--- src/rtl/ctrl_exp_timer_param.sv ---
// Exposure-time controller: button-stepped setting in IDLE, prescaled countdown in EXPOSURE.
// Optional auto-repeat of held buttons is enabled by defining CTRL_EXP_AUTOREPEAT_EN.
module ctrl_exp_timer_param #(
    parameter int WIDTH         = 5,
    parameter int T_MIN         = 2,
    parameter int T_MAX         = 30,
    parameter int T_INIT        = 10,
    parameter int STEP          = 1,
    parameter int PRESCALE      = 4,
    parameter int REPEAT_CYCLES = 8
) (
    input  logic             i_Clock,
    input  logic             i_Reset_n,
    input  logic             i_Exp_increase,
    input  logic             i_Exp_decrease,
    input  logic [1:0]       i_Main_FSM,
    output logic [WIDTH-1:0] o_count_time,
    output logic [WIDTH-1:0] o_time_left,
    output logic             o_Exp_busy,
    output logic             o_Exp_done
);

    localparam int PW = (PRESCALE > 1) ? $clog2(PRESCALE) : 1;
    localparam logic [PW-1:0]  PS_LAST = PW'(PRESCALE - 1);
    localparam logic [WIDTH:0] STEP_X  = (WIDTH+1)'(STEP);
    localparam logic [WIDTH:0] T_MIN_X = (WIDTH+1)'(T_MIN);
    localparam logic [WIDTH:0] T_MAX_X = (WIDTH+1)'(T_MAX);

    if (T_MIN < 1 || T_MAX >= (1 << WIDTH) || T_INIT < T_MIN || T_INIT > T_MAX ||
        STEP < 1 || PRESCALE < 1 || REPEAT_CYCLES < 1) begin : g_param_check
        $error("ctrl_exp_timer_param: illegal parameter combination");
    end

    typedef enum logic [1:0] {S_IDLE, S_RUN, S_HOLD} state_t;

    state_t          state, state_next;
    logic            inc_prev, dec_prev, exp_prev;
    logic [PW-1:0]   prescaler;
    logic            main_idle, exp_now, entry, prescale_wrap;
    logic            inc_edge, dec_edge, req_inc, req_dec;
    logic            load, tick, finish;
    logic [WIDTH:0]  inc_sum;
    logic [WIDTH-1:0] inc_val, dec_val;

    assign main_idle     = (i_Main_FSM == 2'b00);
    assign exp_now       = (i_Main_FSM == 2'b01);
    assign entry         = exp_now && !exp_prev;
    assign prescale_wrap = (prescaler == PS_LAST);
    assign inc_edge      = i_Exp_increase && !inc_prev;
    assign dec_edge      = i_Exp_decrease && !dec_prev;

    // Widened sum so saturation is decided before any wrap can happen.
    assign inc_sum = {1'b0, o_count_time} + STEP_X;
    assign inc_val = (inc_sum > T_MAX_X) ? WIDTH'(T_MAX) : inc_sum[WIDTH-1:0];
    assign dec_val = ({1'b0, o_count_time} < T_MIN_X + STEP_X) ? WIDTH'(T_MIN)
                                                               : o_count_time - WIDTH'(STEP);

`ifdef CTRL_EXP_AUTOREPEAT_EN
    localparam int RW = (REPEAT_CYCLES > 1) ? $clog2(REPEAT_CYCLES) : 1;
    localparam logic [RW-1:0] RPT_LAST = RW'(REPEAT_CYCLES - 1);

    logic [RW-1:0] rpt_cnt;
    logic          rpt_armed, held_one, rpt_fire;

    assign held_one = i_Exp_increase ^ i_Exp_decrease;
    assign rpt_fire = main_idle && rpt_armed && held_one && (rpt_cnt == RPT_LAST) &&
                      !(inc_edge || dec_edge);
    assign req_inc  = inc_edge || (rpt_fire && i_Exp_increase);
    assign req_dec  = dec_edge || (rpt_fire && i_Exp_decrease);

    // Repeat is armed only by an edge step and disarmed by release, both buttons, or leaving IDLE.
    always_ff @(posedge i_Clock or negedge i_Reset_n) begin
        if (!i_Reset_n) begin
            rpt_cnt   <= '0;
            rpt_armed <= 1'b0;
        end else if (!main_idle || !held_one) begin
            rpt_cnt   <= '0;
            rpt_armed <= 1'b0;
        end else if (inc_edge || dec_edge) begin
            rpt_cnt   <= '0;
            rpt_armed <= 1'b1;
        end else if (rpt_armed) begin
            rpt_cnt   <= rpt_fire ? '0 : rpt_cnt + 1'b1;
        end
    end
`else
    assign req_inc = inc_edge;
    assign req_dec = dec_edge;
`endif

    // NOTE: every signal gets a default first so no path through the case infers a latch.
    always_comb begin
        state_next = state;
        load       = 1'b0;
        tick       = 1'b0;
        finish     = 1'b0;
        if (entry) begin
            state_next = S_RUN;
            load       = 1'b1;
        end else begin
            case (state)
                S_RUN: begin
                    if (!exp_now) begin
                        state_next = S_HOLD;
                    end else if (prescale_wrap) begin
                        tick = 1'b1;
                        if (o_time_left == WIDTH'(1)) begin
                            finish     = 1'b1;
                            state_next = S_HOLD;
                        end
                    end
                end
                S_HOLD: begin
                    if (main_idle) state_next = S_IDLE;
                end
                default: ;
            endcase
        end
    end

    // NOTE: sequential state uses non-blocking assignments so all registers update from pre-edge values.
    always_ff @(posedge i_Clock or negedge i_Reset_n) begin
        if (!i_Reset_n) begin
            state <= S_IDLE;
        end else begin
            state <= state_next;
        end
    end

    always_ff @(posedge i_Clock or negedge i_Reset_n) begin
        if (!i_Reset_n) begin
            inc_prev     <= 1'b0;
            dec_prev     <= 1'b0;
            exp_prev     <= 1'b0;
            o_count_time <= WIDTH'(T_INIT);
        end else begin
            inc_prev <= i_Exp_increase;
            dec_prev <= i_Exp_decrease;
            exp_prev <= exp_now;
            if (main_idle) begin
                if (req_inc && !req_dec)      o_count_time <= inc_val;
                else if (req_dec && !req_inc) o_count_time <= dec_val;
            end
        end
    end

    always_ff @(posedge i_Clock or negedge i_Reset_n) begin
        if (!i_Reset_n) begin
            prescaler   <= '0;
            o_time_left <= '0;
            o_Exp_busy  <= 1'b0;
            o_Exp_done  <= 1'b0;
        end else begin
            o_Exp_busy <= (state_next == S_RUN);
            o_Exp_done <= finish;
            if (load) begin
                prescaler   <= '0;
                o_time_left <= o_count_time;
            end else if (state == S_RUN && exp_now) begin
                prescaler <= prescale_wrap ? '0 : prescaler + 1'b1;
                if (tick) o_time_left <= o_time_left - 1'b1;
            end
        end
    end

endmodule

--- config.mk ---
export PLATFORM = sky130hd
export DESIGN_NAME = ctrl_exp_timer_param
export DESIGN_NICKNAME = d
export VERILOG_FILES = /design/src/rtl/ctrl_exp_timer_param.sv
export SDC_FILE = /design/constraint.sdc
export NUM_CORES = 1
export LEC_CHECK = 0
export ABC_CLOCK_PERIOD_IN_PS = 2900
export BUFFER_PORTS_ARGS = -buffer_cell sky130_fd_sc_hd__buf_2
export CAP_MARGIN = 10
export CELL_PAD_IN_SITES_DETAIL_PLACEMENT = 1
export CELL_PAD_IN_SITES_GLOBAL_PLACEMENT = 1
export CORE_ASPECT_RATIO = 2
export CORE_MARGIN = 5
export CORE_UTILIZATION = 45
export DETAILED_ROUTE_END_ITERATION = 10
export PLACE_DENSITY_LB_ADDON = 0.1
export SYNTH_ARGS = -nofsm -noshare
export SYNTH_HDL_FRONTEND = slang
export SYNTH_SLANG_ARGS = --single-unit
--- constraint.sdc ---
create_clock -name i_Clock -period 2.9 [get_ports i_Clock]
set_input_delay 0.435 -clock i_Clock [delete_from_list [all_inputs] [get_ports i_Clock]]
set_output_delay 0.435 -clock i_Clock [all_outputs]
set_load 0.05 [all_outputs]
Word-level counts from Yosys, hierarchy flattened

Index checks and enable logic that the tools add are counted.

Output and inout port bits: 12
Bits in latches: 0
Word-level logic and storage cells: 64
Input bits: 6
ROM bits: 0
Bits in writable memories: 0
Flip-flop bits (word level): 19
Memories kept: 0

Bitwise operators: 0
$add $sub $neg: 4
Divide/modulo/power cells: 0
Muxes and demuxes: 26
Shift operators: 0
Reductions and logical operators: 17
$mul: 0
Equal/unequal tests: 6
Order comparisons: 2

Operators with widths:

| kind                | count |
|---|---|
| $mux 5              | 7 |
| $mux 2              | 8 |
| $mux 1              | 10 |
| $sub 5x1->5 const B | 2 |
| $add 5x1->6 const B | 1 |
| $eq 2x1->1 const B  | 3 |
| $gt 6x5->1 const B  | 1 |
| $logic_and 1x1->1   | 6 |
| $reduce_bool 2->1   | 3 |
| $eq 5x1->1 const B  | 1 |
| $logic_not 1->1     | 5 |
| $lt 5x2->1 const B  | 1 |
| $eq 2x2->1 const B  | 2 |
| $pmux 2 s2          | 1 |
| $reduce_and 2->1    | 2 |
| $add 2x1->2 const B | 1 |
| $logic_not 2->1     | 1 |

Depth between registers and ports, before layout

Word-level depth: 8
Gate-level depth with buffers: 7

Least setup slack after synthesis

OpenSTA, ideal clock, no wires.

Kind: register to register
Start point: register o_count_time[0]
End point: register o_count_time[4]
Data arrival time: 1.648 ns
Buffers on the path: 1
Stages on the path, launching flop included: 7
Slack: 1.116 ns
Cells stage by stage: dfrtp_1 > clkbuf_1 > inv_1 > ha_1 > and3_1 > a211oi_1 > o21ai_0

Word-level cells in the longest chain between the ends: 4
Elaborated cells on any way between the ends: 8
Classes of those cells: 2 x add/sub; 2 x order compare; 4 x mux

Ends and longest elaborated chain:

| what                                        | RTL line | text |
|---|---|---|
| from (decl)                                 | 17       | `output logic [WIDTH-1:0] o_count_time,` |
| from (signal assigned)                      | 135      | `o_count_time <= WIDTH'(T_INIT);` |
| from (signal assigned)                      | 141      | `if (req_inc && !req_dec) o_count_time <= inc_val;` |
| from (signal assigned)                      | 142      | `else if (req_dec && !req_inc) o_count_time <= dec_val;` |
| $add 5x1->6, or another cell as far along   | 53       | `assign inc_sum = {1'b0, o_count_time} + STEP_X;` |
| $gt 6x5->1 / $mux 5 (equally long branches) | 54, 55   |  |
| $mux 5, on equally long branches            | 54, 142  |  |
| $mux 5 *                                    | 141      |  |

Mark *: on every way between the ends. The rest lies on a longest branch, timed or not. The select of a mux whose other input is x is not followed.
A chain may end at the register's enable or synchronous reset.

Worst setup path in the final report

Start point: register state[0]
End point: register o_Exp_busy

Elaborated cells on any way between the ends: 9
Classes of those cells: 3 x eq/ne; 6 x mux

RTL lines:

| what                                            | RTL line | text |
|---|---|---|
| from (decl)                                     | 36       | `state_t state, state_next;` |
| from (signal assigned)                          | 126      | `state <= state_next;` |
| $eq 2x2->1 / $eq 2x1->1 (equally long branches) | 101      | `case (state)` |
| $pmux 2 s2 *                                    | 101      |  |
| $mux 2 *                                        | 97       | `if (entry) begin` |
| named net state_next[1]                         | 36       |  |
| $eq 2x1->1 *                                    | 154      | `o_Exp_busy <= (state_next == S_RUN);` |
| to (signal assigned)                            | 154      |  |
| to (decl)                                       | 19       | `output logic o_Exp_busy,` |

The timed path passes the listed nets; every way through them passes the cells marked *.

==> impl_results.md <==
- Crit Path Category: register to register
- Fraction of layout cells with a size suffix above 1: 0.174
- Root buffer cell: clkbuf_8
- Seq/Total Area, Yosys: 0.388
- Row cnt: 27
- Status: complete, no violations
- Fin Setup TNS: 0 ns
- Fillcell total: 331
- Tot Pwr: 0.00138 W
- DRT Pass-1 Iters: 4
- Placement Cell Area: 1320 µm²
- Fmax: 0.526 GHz
- Pleak: 0.610 nW
- Cell Pwr Density: 1010 nW/µm²
- CTS Sinks: 19
- Worst min path class: input pin to asynchronous set/reset pin
- Pin count of the biggest net entering global routing: 20
- # H-tree levels: 1
- Post-synthesis cell count: 136
- Final Hold Violating Endpoints: 0
- RSZ-0062 raised after global routing: false
- Aggregate global-route resource usage: 0.190
- Post-synth EDFFs: 0
- Layout Cell Area excl Fill: 1370 µm²
- Post-CTS Setup Inserts: 0
- Hpwl dp: 2590 µm
- Post-synthesis register bit count: 19
- Routed length per instance: 18.4 µm
- Synth-to-Final Area Change: 11.1%
- Yosys top cell by area: dfrtp_1
- CTS clk-pin slew, worst paths: 0.08 ns
- Final Max Slew Viols: 0
- # IOs: 18
- Initial core utilization: 0.456
- Gr ovfl total: 0
- Setup Viol. Count Final: 0
- Via Count: 1071
- Worst path required time: 3.04 ns
- Die width: 47.0 µm
- Die area: 3950 µm²
- Final net count: 165
- Cts repair resizes: 0
- RePlAce Congestion: 0.798
- Num CTS Buffers: 3
- Synth unique cells: 40
- Crit end category: register
- Port bufs: 17
- First-pass GRT wire length: 5490 µm
- DRT antenna net count: 0
- Core Area: 2700 µm²
- Register-to-register setup slack: 1.0 ns
- Rel. slew slack: 0.534
- Die Y-Extent: 84.0 µm
- Async SR Flop Fraction: 1.00
- Synth Net Count: 151
- Synthesized area per cell: 9.06 µm²
- Top cell type's share of synthesized area: 0.345
- Hold-fix buffers, CTS: 0
- Yosys warning total: 0
- Vias in the first global route: 1161
- Mapped cell area: 1230 µm²
- Skew-Pair Late Insertion Delay: 0.26 ns
- CP Launch Type: register
- Initial antenna violation count: 0
- Residual DRC: 0
- Most frequent cells in the layout: dfrtp_1, buf_2, inv_1, o21ai_0
- Peak VDD IR: 0.484 mV
- CP arrival: 2.04 ns
- Minimum clock period: 1.90 ns
- Ys flop type: dfrtp_1
- Final period util: 0.655
- Clock Path Buffers: 2
- Slew @ Worst Pin: 0.696 ns
- Routed wire length: 3280 µm
- Worst Path Max Fanout: 4
- CTS tree: yes
- Top post-synthesis cells by area: dfrtp_1, ha_1, o21ai_0
- Initial DRC count: 24
- Antenna fix cells: 0
- # Max-Cap Violations: 0
- Post-route clock skew: 0.0109 ns
- Avg Vias per Cell: 6.02
==> per-stage QoR <==
stage          utilization  cells  worst slack [ns]  hold WS [ns]
4_1_cts              0.506    178             0.972         0.127
6_report             0.506    178              1.00         0.115
2_1_floorplan            -    136              1.12         0.139
5_1_grt              0.506    178             0.945         0.151
3_5_place_dp         0.490    174             0.961         0.404
3_3_place_gp         0.490    174             0.972         0.398
==> worst max-delay path, stage by stage, from the launching register on <==
cell	delay (ns)
dfrtp_1	0.37
inv_1	0.05
ha_1	0.34
or3b_1	0.35
or4_1	0.42
a31oi_2	0.19
nor2b_1	0.07
==> Yosys cell counts, types with 3 or more instances <==
cell / count
nand2_1: 9
a21oi_1: 7
clkbuf_1: 8
nor4_1: 3
nor2_1: 6
nor2b_1: 6
inv_1: 11
ha_1: 9
o31ai_1: 3
o21ai_0: 11
nand2b_1: 4
dfrtp_1: 17
mux2i_1: 3
nand3_1: 4
==> state kept, by name (all words and copies together), names as in the netlist <==
name	flops
dec_prev	1
exp_prev	1
inc_prev	1
o_Exp_busy	1
o_Exp_done	1
o_count_time	5
o_time_left	5
prescaler	2
state	2
==> path summary, 6_finish.rpt <==
check                                           start                           to  depth (start not counted)
max                                state[0]$_DFF_PN0_         o_Exp_busy$_DFF_PN0_                          6
min                                         i_Reset_n   o_time_left[3]$_DFFE_PN0P_                          1
max reg2reg                        state[0]$_DFF_PN0_         o_Exp_busy$_DFF_PN0_                          6
min reg2reg                o_time_left[4]$_DFFE_PN0P_         o_Exp_done$_DFF_PN0_                          1
max in group asynchronous                   i_Reset_n  o_count_time[1]$_DFFE_PN1P_                          1
min in group i_Clock                   i_Exp_increase           inc_prev$_DFF_PN0_                          1
==> cells by family after synthesis <==
family                     Yosys count  synth area share
and+or+nand+nor                     49             0.231
xor gates and xnor gates             3            0.0213
muxes                                3            0.0244
DFF                                 19             0.388
buffers and inverters               19            0.0579
AOI/OAI and AO/OA                   34             0.186
adders and majority gates            9            0.0914
==> layer usage <==
metal / vias up / GRT usage / routed length (µm)
met5: - / 0 / 0
met4: 0 / 0.0756 / 29
met3: 2 / 0.0194 / 69
met2: 11 / 0.349 / 1980
met1: 545 / 0.201 / 1200
li1: 513 / - / -
==> final cells by class <==
| type | instances | area, µm² | share of cell area |
|---|---|---|---|
| Inverter | 11 | 41.3 | 0.0302 |
| Tap cell | 29 | 36.3 | 0.0265 |
| Multi-Input combinational cell | 98 | 683 | 0.499 |
| Timing Repair Buffer | 17 | 85.1 | 0.0622 |
| Clock buffer | 4 | 45.0 | 0.0329 |
| Sequential cell | 19 | 478 | 0.349 |
==> power by group <==
group	switching, W	internal (W)
clock network	0.0000884	0.0000976
registers	0.000145	0.000356
logic	0.000462	0.000233
Power figures use the tool's default switching activity.
